[src/rtl/uart_cmd_parser.sv]
// rtl/uart_cmd_parser.sv - UART byte-stream framer producing register read/write requests
// Frames: SYNC, CMD, REG, DATA, CHK (CHK = CMD ^ REG ^ DATA); errors reported as 1-cycle pulses.
module uart_cmd_parser #(
   parameter logic [7:0]  SYNC_BYTE      = 8'hA5,
   parameter int unsigned TIMEOUT_CYCLES = 100000
) (
   input  logic       clk_in,
   input  logic       rst,
   input  logic [7:0] rx_data,
   input  logic       rx_valid,
   input  logic       cmd_ready,
   output logic       cmd_valid,
   output logic       cmd_rw,
   output logic [7:0] cmd_reg,
   output logic [7:0] cmd_wdata,
   output logic       busy,
   output logic       err_checksum,
   output logic       err_format,
   output logic       err_timeout,
   output logic       err_overrun
);
   localparam int CW = $clog2(TIMEOUT_CYCLES + 1);
   // Counter holds completed silent cycles; the last one expires the frame.
   localparam logic [CW-1:0] CNT_LAST = CW'(TIMEOUT_CYCLES - 1);

   typedef enum logic [2:0] {S_IDLE, S_CMD, S_REG, S_DATA, S_CHK, S_ISSUE} state_t;

   state_t        state_q, state_d;
   logic [CW-1:0] cnt_q, cnt_d;
   logic [7:0]    acc_q, acc_d;
   logic          rw_q, rw_d;
   logic [7:0]    reg_q, reg_d;
   logic [7:0]    wdata_q, wdata_d;
   logic          valid_q, busy_q;
   logic          ecs_q, ecs_d, efmt_q, efmt_d, eto_q, eto_d, eovr_q, eovr_d;
   logic          in_frame;

   assign in_frame = (state_q == S_CMD) || (state_q == S_REG) ||
                     (state_q == S_DATA) || (state_q == S_CHK);

   always_comb begin
      state_d = state_q;
      cnt_d   = cnt_q;
      acc_d   = acc_q;
      rw_d    = rw_q;
      reg_d   = reg_q;
      wdata_d = wdata_q;
      ecs_d   = 1'b0;
      efmt_d  = 1'b0;
      eto_d   = 1'b0;
      eovr_d  = 1'b0;

      if (in_frame) begin
         if (rx_valid) begin
            cnt_d = '0;
         end else if (cnt_q == CNT_LAST) begin
            cnt_d   = '0;
            eto_d   = 1'b1;
            state_d = S_IDLE;
         end else begin
            cnt_d = cnt_q + CW'(1);
         end
      end

      case (state_q)
         S_IDLE: begin
            if (rx_valid && rx_data == SYNC_BYTE) begin
               state_d = S_CMD;
               cnt_d   = '0;
               acc_d   = 8'h00;
            end
         end
         S_CMD: begin
            if (rx_valid) begin
               if (rx_data[7:1] == 7'd0) begin
                  rw_d    = rx_data[0];
                  acc_d   = acc_q ^ rx_data;
                  state_d = S_REG;
               end else begin
                  efmt_d  = 1'b1;
                  state_d = S_IDLE;
               end
            end
         end
         S_REG: begin
            if (rx_valid) begin
               reg_d   = rx_data;
               acc_d   = acc_q ^ rx_data;
               state_d = S_DATA;
            end
         end
         S_DATA: begin
            if (rx_valid) begin
               wdata_d = rx_data;
               acc_d   = acc_q ^ rx_data;
               state_d = S_CHK;
            end
         end
         S_CHK: begin
            if (rx_valid) begin
               if (rx_data == acc_q) begin
                  state_d = S_ISSUE;
               end else begin
                  ecs_d   = 1'b1;
                  state_d = S_IDLE;
               end
            end
         end
         S_ISSUE: begin
            // Request fields are frozen here; incoming bytes are dropped.
            if (rx_valid) eovr_d = 1'b1;
            if (cmd_ready) state_d = S_IDLE;
         end
         default: state_d = S_IDLE;
      endcase
   end

   always_ff @(posedge clk_in or posedge rst) begin
      if (rst) begin
         state_q <= S_IDLE;
         cnt_q   <= '0;
         acc_q   <= 8'h00;
         rw_q    <= 1'b0;
         reg_q   <= 8'h00;
         wdata_q <= 8'h00;
         valid_q <= 1'b0;
         busy_q  <= 1'b0;
         ecs_q   <= 1'b0;
         efmt_q  <= 1'b0;
         eto_q   <= 1'b0;
         eovr_q  <= 1'b0;
      end else begin
         state_q <= state_d;
         cnt_q   <= cnt_d;
         acc_q   <= acc_d;
         rw_q    <= rw_d;
         reg_q   <= reg_d;
         wdata_q <= wdata_d;
         valid_q <= (state_d == S_ISSUE);
         busy_q  <= (state_d != S_IDLE);
         ecs_q   <= ecs_d;
         efmt_q  <= efmt_d;
         eto_q   <= eto_d;
         eovr_q  <= eovr_d;
      end
   end

   assign cmd_valid    = valid_q;
   assign cmd_rw       = rw_q;
   assign cmd_reg      = reg_q;
   assign cmd_wdata    = wdata_q;
   assign busy         = busy_q;
   assign err_checksum = ecs_q;
   assign err_format   = efmt_q;
   assign err_timeout  = eto_q;
   assign err_overrun  = eovr_q;
endmodule

[config.mk]
export PLATFORM = sky130hd
export DESIGN_NAME = uart_cmd_parser
export DESIGN_NICKNAME = d
export VERILOG_FILES = /design/src/rtl/uart_cmd_parser.sv
export SDC_FILE = /design/constraint.sdc
export NUM_CORES = 1
export LEC_CHECK = 0
export BUFFER_PORTS_ARGS = -buffer_cell sky130_fd_sc_hd__buf_4
export CAP_MARGIN = 15
export CORE_ASPECT_RATIO = 1.1
export CORE_MARGIN = 1
export CORE_UTILIZATION = 40
export DETAILED_ROUTE_END_ITERATION = 6
export PLACE_DENSITY = 0.62
export RECOVER_POWER = 100
export SETUP_SLACK_MARGIN = 0.15
export SLEW_MARGIN = 20
export SYNTH_ARGS = -nofsm -noshare
export SYNTH_HDL_FRONTEND = slang
export SYNTH_SLANG_ARGS = --single-unit
[constraint.sdc]
create_clock -name clk_in -period 2.99 [get_ports clk_in]
set_clock_uncertainty 0.15 [all_clocks]
set_input_delay 0.598 -clock clk_in [delete_from_list [all_inputs] [get_ports clk_in]]
set_output_delay 0.598 -clock clk_in [all_outputs]
set_load 0.01 [all_outputs]
; ---- After elaboration in Yosys (flattened, before gate mapping)
; Cells that the tools add are included.
[classes]
n_addsub = 1
n_eq_ne = 13
n_mux = 33
bitwise_logic = 1
n_reduce_logical = 13
[op_table]
columns = operator, n
row1 = $mux W17, 5
row2 = $mux W8, 4
row3 = $mux W3, 10
row4 = $pmux W8 S3, 1
row5 = $pmux W3 S6, 1
row6 = $add A17 B1 Y17 const B, 1
row7 = $eq A17 B17 Y1 const B, 1
row8 = $mux W1, 11
row9 = $eq A3 B3 Y1 const B, 3
row10 = $eq A8 B8 Y1, 1
row11 = $eq A8 B8 Y1 const B, 1
row12 = $xor A8 B8 Y8, 1
row13 = $logic_not A7 Y1, 1
row14 = $eq A3 B2 Y1 const B, 2
row15 = $reduce_bool A3 Y1, 2
row16 = $reduce_and A5 Y1, 1
row17 = $ne A2 B1 Y1 const B, 2
row18 = $ne A2 B2 Y1 const B, 2
row19 = $reduce_and A2 Y1, 2
row20 = $eq A3 B1 Y1 const B, 1
row21 = $logic_not A3 Y1, 1
row22 = $logic_or A1 B1 Y1, 3
row23 = $reduce_and A3 Y1, 1
row24 = $mux W2, 1
row25 = other kinds (2), 2
[totals]
regBits = 51
input_bits = 12
output_inout_bits = 23
elab_cells = 73

; ---- Longest topological paths before layout
[depth]
ltp_word = 8
mapped_depth = 7
mapped_depth_nobuf = 6

; ---- Worst setup path before layout
; OpenSTA, ideal clock, no wires.
[synth_timing]
path_kind = input to register
start = in rx_valid
end = reg busy_q, in the netlist busy
setup_ps = 138
arrival_ps = 2066
required_time_ps = 2702
slack_ps = 636
stages = 5
path_buffers = 1
path_cell_list = buf_6 nor3b_1 and4_2 or4_4 or4b_1
[synth_via]
elab_chain_cells = 5
word_cells_on_any_way = 11
cone_classes = mux: 9 / reduce/logical: 2
[synth_rtl]
columns = element, line_no
row1 = from (decl), 10  ; input logic rx_valid,
row2 = $mux W3, 54  ; if (rx_valid) begin
row3 = $mux W3, 53  ; if (in_frame) begin
row4 = $mux W3 (tied with other cells), 112  ; if (cmd_ready) state_d = S_IDLE;
row5 = $pmux W3 S6 (*), 65  ; case (state_q)
row6 = via state_d[0], 28  ; state_t state_q, state_d;
row7 = $reduce_bool A3 Y1 (*), 140  ; busy_q <= (state_d != S_IDLE);
row8 = to (signal assigned), 140
row9 = to (decl), 34  ; logic valid_q, busy_q;
; Mark *: on every way through the listed nets, which the timed path passes. The rest lies on a longest branch.
; A chain may end at the register's enable or synchronous reset.

; ---- Final worst setup path
[layout_timing]
start = reg cnt_q[0]
end = reg busy_q, in the netlist busy
[layout_via]
elab_chain_cells = 7
word_cells_on_any_way = 12
cone_classes = eq/ne: 1 / mux: 10 / reduce/logical: 1
[layout_rtl]
columns = element, line_no
row1 = from (decl), 29  ; logic [CW-1:0] cnt_q, cnt_d;
row2 = from (signal assigned), 134  ; cnt_q <= cnt_d;
row3 = $eq A17 B17 Y1 (*), 56  ; end else if (cnt_q == CNT_LAST) begin
row4 = $mux W3 (*), 56
row5 = $mux W3 (*), 54
row6 = $mux W3 (*), 53
row7 = $mux W3 (tied with other cells), 112
row8 = $pmux W3 S6 (*), 65
row9 = via state_d[0], 28
row10 = $reduce_bool A3 Y1 (*), 140
; Marked as above.

==> flow_metrics.tcl <==
set metrics [dict create \
    wl_um 5230 \
    place.gp.congestion 0.764 \
    io_pins 35 \
    cp_slowest_cell "or4_2" \
    status "finished clean" \
    hold-worst-slack_ns 0.359 \
    cp.required_ns 3.02 \
    synthArstFlopShare 1.00 \
    coreArea_mm2 0.00591 \
    rows 29 \
    slew_headroom 0.174 \
    pwr-share-seq 0.584 \
    max-cap-violations 0 \
    grt_max_degree 52 \
    ant_nets 0 \
    synth_most_common_cell "dfrtp_1" \
    vias 1926 \
    fin_crit_sh 0.887 \
    p_clk_frac 0.360 \
    syn-cell-area_mm2 0.00252 \
    design_area_mm2 0.00285 \
    avgViaCountPerCell 5.43 \
    crit_type "reg2reg" \
    dp_slack_ns 0.399 \
    fin_tns_setup_ns 0 \
    place_area_mm2 0.00286 \
    use_met2 0.282 \
    avgSynthCellArea_um2 10.6 \
    finalHoldViolCount 0 \
    yosysTopAreaCellShare 0.506 \
    hold_path.class "reg2reg" \
    grt_pass1_vias 1885 \
    area_growth_pct 13.1 \
    period_minus_slack_ns 2.65 \
    power_density_mw_per_mm2 423 \
    cp_max_fo 4 \
    cp_slowest_stage_delay_ns 0.55 \
    ctsHoldBuffers 0 \
    ys.flop_type "dfrtp_1" \
    antenna_found_initial 0 \
    timing.fmax_mhz 377 \
    drive_gt1_frac 0.176 \
    dp_cells 347 \
    synth_area_leaders "dfrtp_1, mux2_2, xnor2_1" \
    p_int_mw 0.934 \
    utilization 0.483 \
    yosys-top-cells-count "dfrtp_1, nor2_1, o21ai_0" \
    diodes 0 \
    final-instance-count-excl-fill 355 \
    syn_inst 239 \
    initial_core_util 0.427 \
    setup_viol 0 \
    cts_made_buffers 5 \
    arrival_ns 2.69 \
    wire_per_inst_um 14.7 \
    layout.nets 290 \
    htreeDepth 2 \
    drt_drc_violations_left 0 \
    port-buffer-count 34 \
    cts_sinks 51 \
    power.switching_mw 0.272 \
    cp_top_family "simple AND/OR/NAND/NOR gates" \
    post_cts_resized 0 \
    grt_busiest_layer "met2" \
    cts_setup_buffers 0 \
    fp.dieW_um 77.7 \
    cts.clk_slew.worst_paths_ns 0.09 \
    end_kind "register" \
    syn_nets 252 \
    regMostFlops "cnt_q" \
    drv_slew 0 \
    rsz0062_at_grt "false" \
    grt-ovfl-total 0 \
    grt_usage 0.176 \
    power_mw 1.21 \
    synth_top_area_cell "dfrtp_1" \
    timing.critical_path.buf_inv 0 \
    met1_usage 0.238 \
    seq_area_frac_synth 0.506 \
    synth_cell_types 46 \
    combPwrFrac 0.056 \
    ys.warnings.count 0 \
    worst_slew_pin_slew_ns 1.24 \
    cts_tree "built" \
    swShare 0.225 \
    grt_pass1_wl_um 9240 \
    dr.first_iter.drc_count 86 \
    die_h_um 85.3 \
    largest_reg_flops 17 \
    place_hpwl_um 3640 \
    synth_edf_count 0 \
    worstSkewPairLatency_ns 0.30 \
    power_leakage_nw 1.25 \
    grtUsageMet3 0.0366 \
    drt_first_pass_iters 4 \
    worst_slack_ns 0.338 \
    peakVddDrop_v 0.000236 \
    die_area_mm2 0.00663 \
    cp-start-kind "register" \
    clockRootBuffer "clkbuf_8" \
    clock_path_buffers 2 \
    synth_seq_cells 51 \
    crit_chain "ha_1 -> and4_2 -> nand4_1 -> o31a_1 -> or4_2 -> or4b_1" \
]
## logic make-up after synthesis
| logic type | after synthesis | share of synthesized area |
|---|---|---|
| xor+xnor | 22 | 0.0763 |
| buf+inv | 11 | 0.0223 |
| fa+ha+maj | 1 | 0.00496 |
| flops | 51 | 0.506 |
| compound gates | 34 | 0.0759 |
| mux | 17 | 0.0759 |
| simple gates | 103 | 0.239 |
## power groups by stage
stage,clock network (mW),logic [mW],registers (mW)
after floorplan,0,0.0385,0.717
after global placement,0,0.0708,0.718
after detailed placement,0,0.0706,0.718
after CTS,0.448,0.0718,0.704
after global routing,0.466,0.0781,0.706
final,0.434,0.0679,0.704
## cell usage in the layout, fill, tap and decap left out, drive strengths merged, types with 7 or more instances in the layout
cell type  netlist  layout
clkbuf           4      36
xnor2           17      17
nand3           15      15
mux2            17      17
o21ai           24      24
nor3             8       8
nor2            29      29
nand2           10      10
buf              2       9
dfrtp           51      51
nand4            7       7
## worst register-to-register path, cell delays in order (launching register included)
cell	delay, ns
dfrtp_1	0.39
ha_1	0.21
and4_2	0.27
nand4_1	0.16
o31a_1	0.29
or4_2	0.55
or4b_1	0.51
## path summary, 6_finish.rpt
kind	from	to	slack [ns]	cells after the start
min in group asynchronous	rst	cnt_q[3]$_DFF_PP0_	0.55	3
worst max register to register	cnt_q[0]$_DFF_PP0_	busy$_DFF_PP0_	0.34	6
worst min-delay path	acc_q[0]$_DFFE_PP0P_	acc_q[0]$_DFFE_PP0P_	0.36	1
max in group asynchronous	rst	cnt_q[16]$_DFF_PP0_	1.39	3
worst min register to register	acc_q[0]$_DFFE_PP0P_	acc_q[0]$_DFFE_PP0P_	0.36	1
worst max-delay path	cnt_q[0]$_DFF_PP0_	busy$_DFF_PP0_	0.34	6
## layout make-up
class                      instances  area, um2
inverter                           5       18.8
timing repair buffer              37        178
fill                             595       3060
tap                               77       96.3
clock buffer                       8        100
sequential                        51       1280
multi-input combinational        177       1180
## layer usage
layer,part of all wire,vias up
met5,0,-
met4,0.013,0
met3,0.045,6
met2,0.46,44
met1,0.48,945
li1,-,931
(Power assumes the default switching activity.)
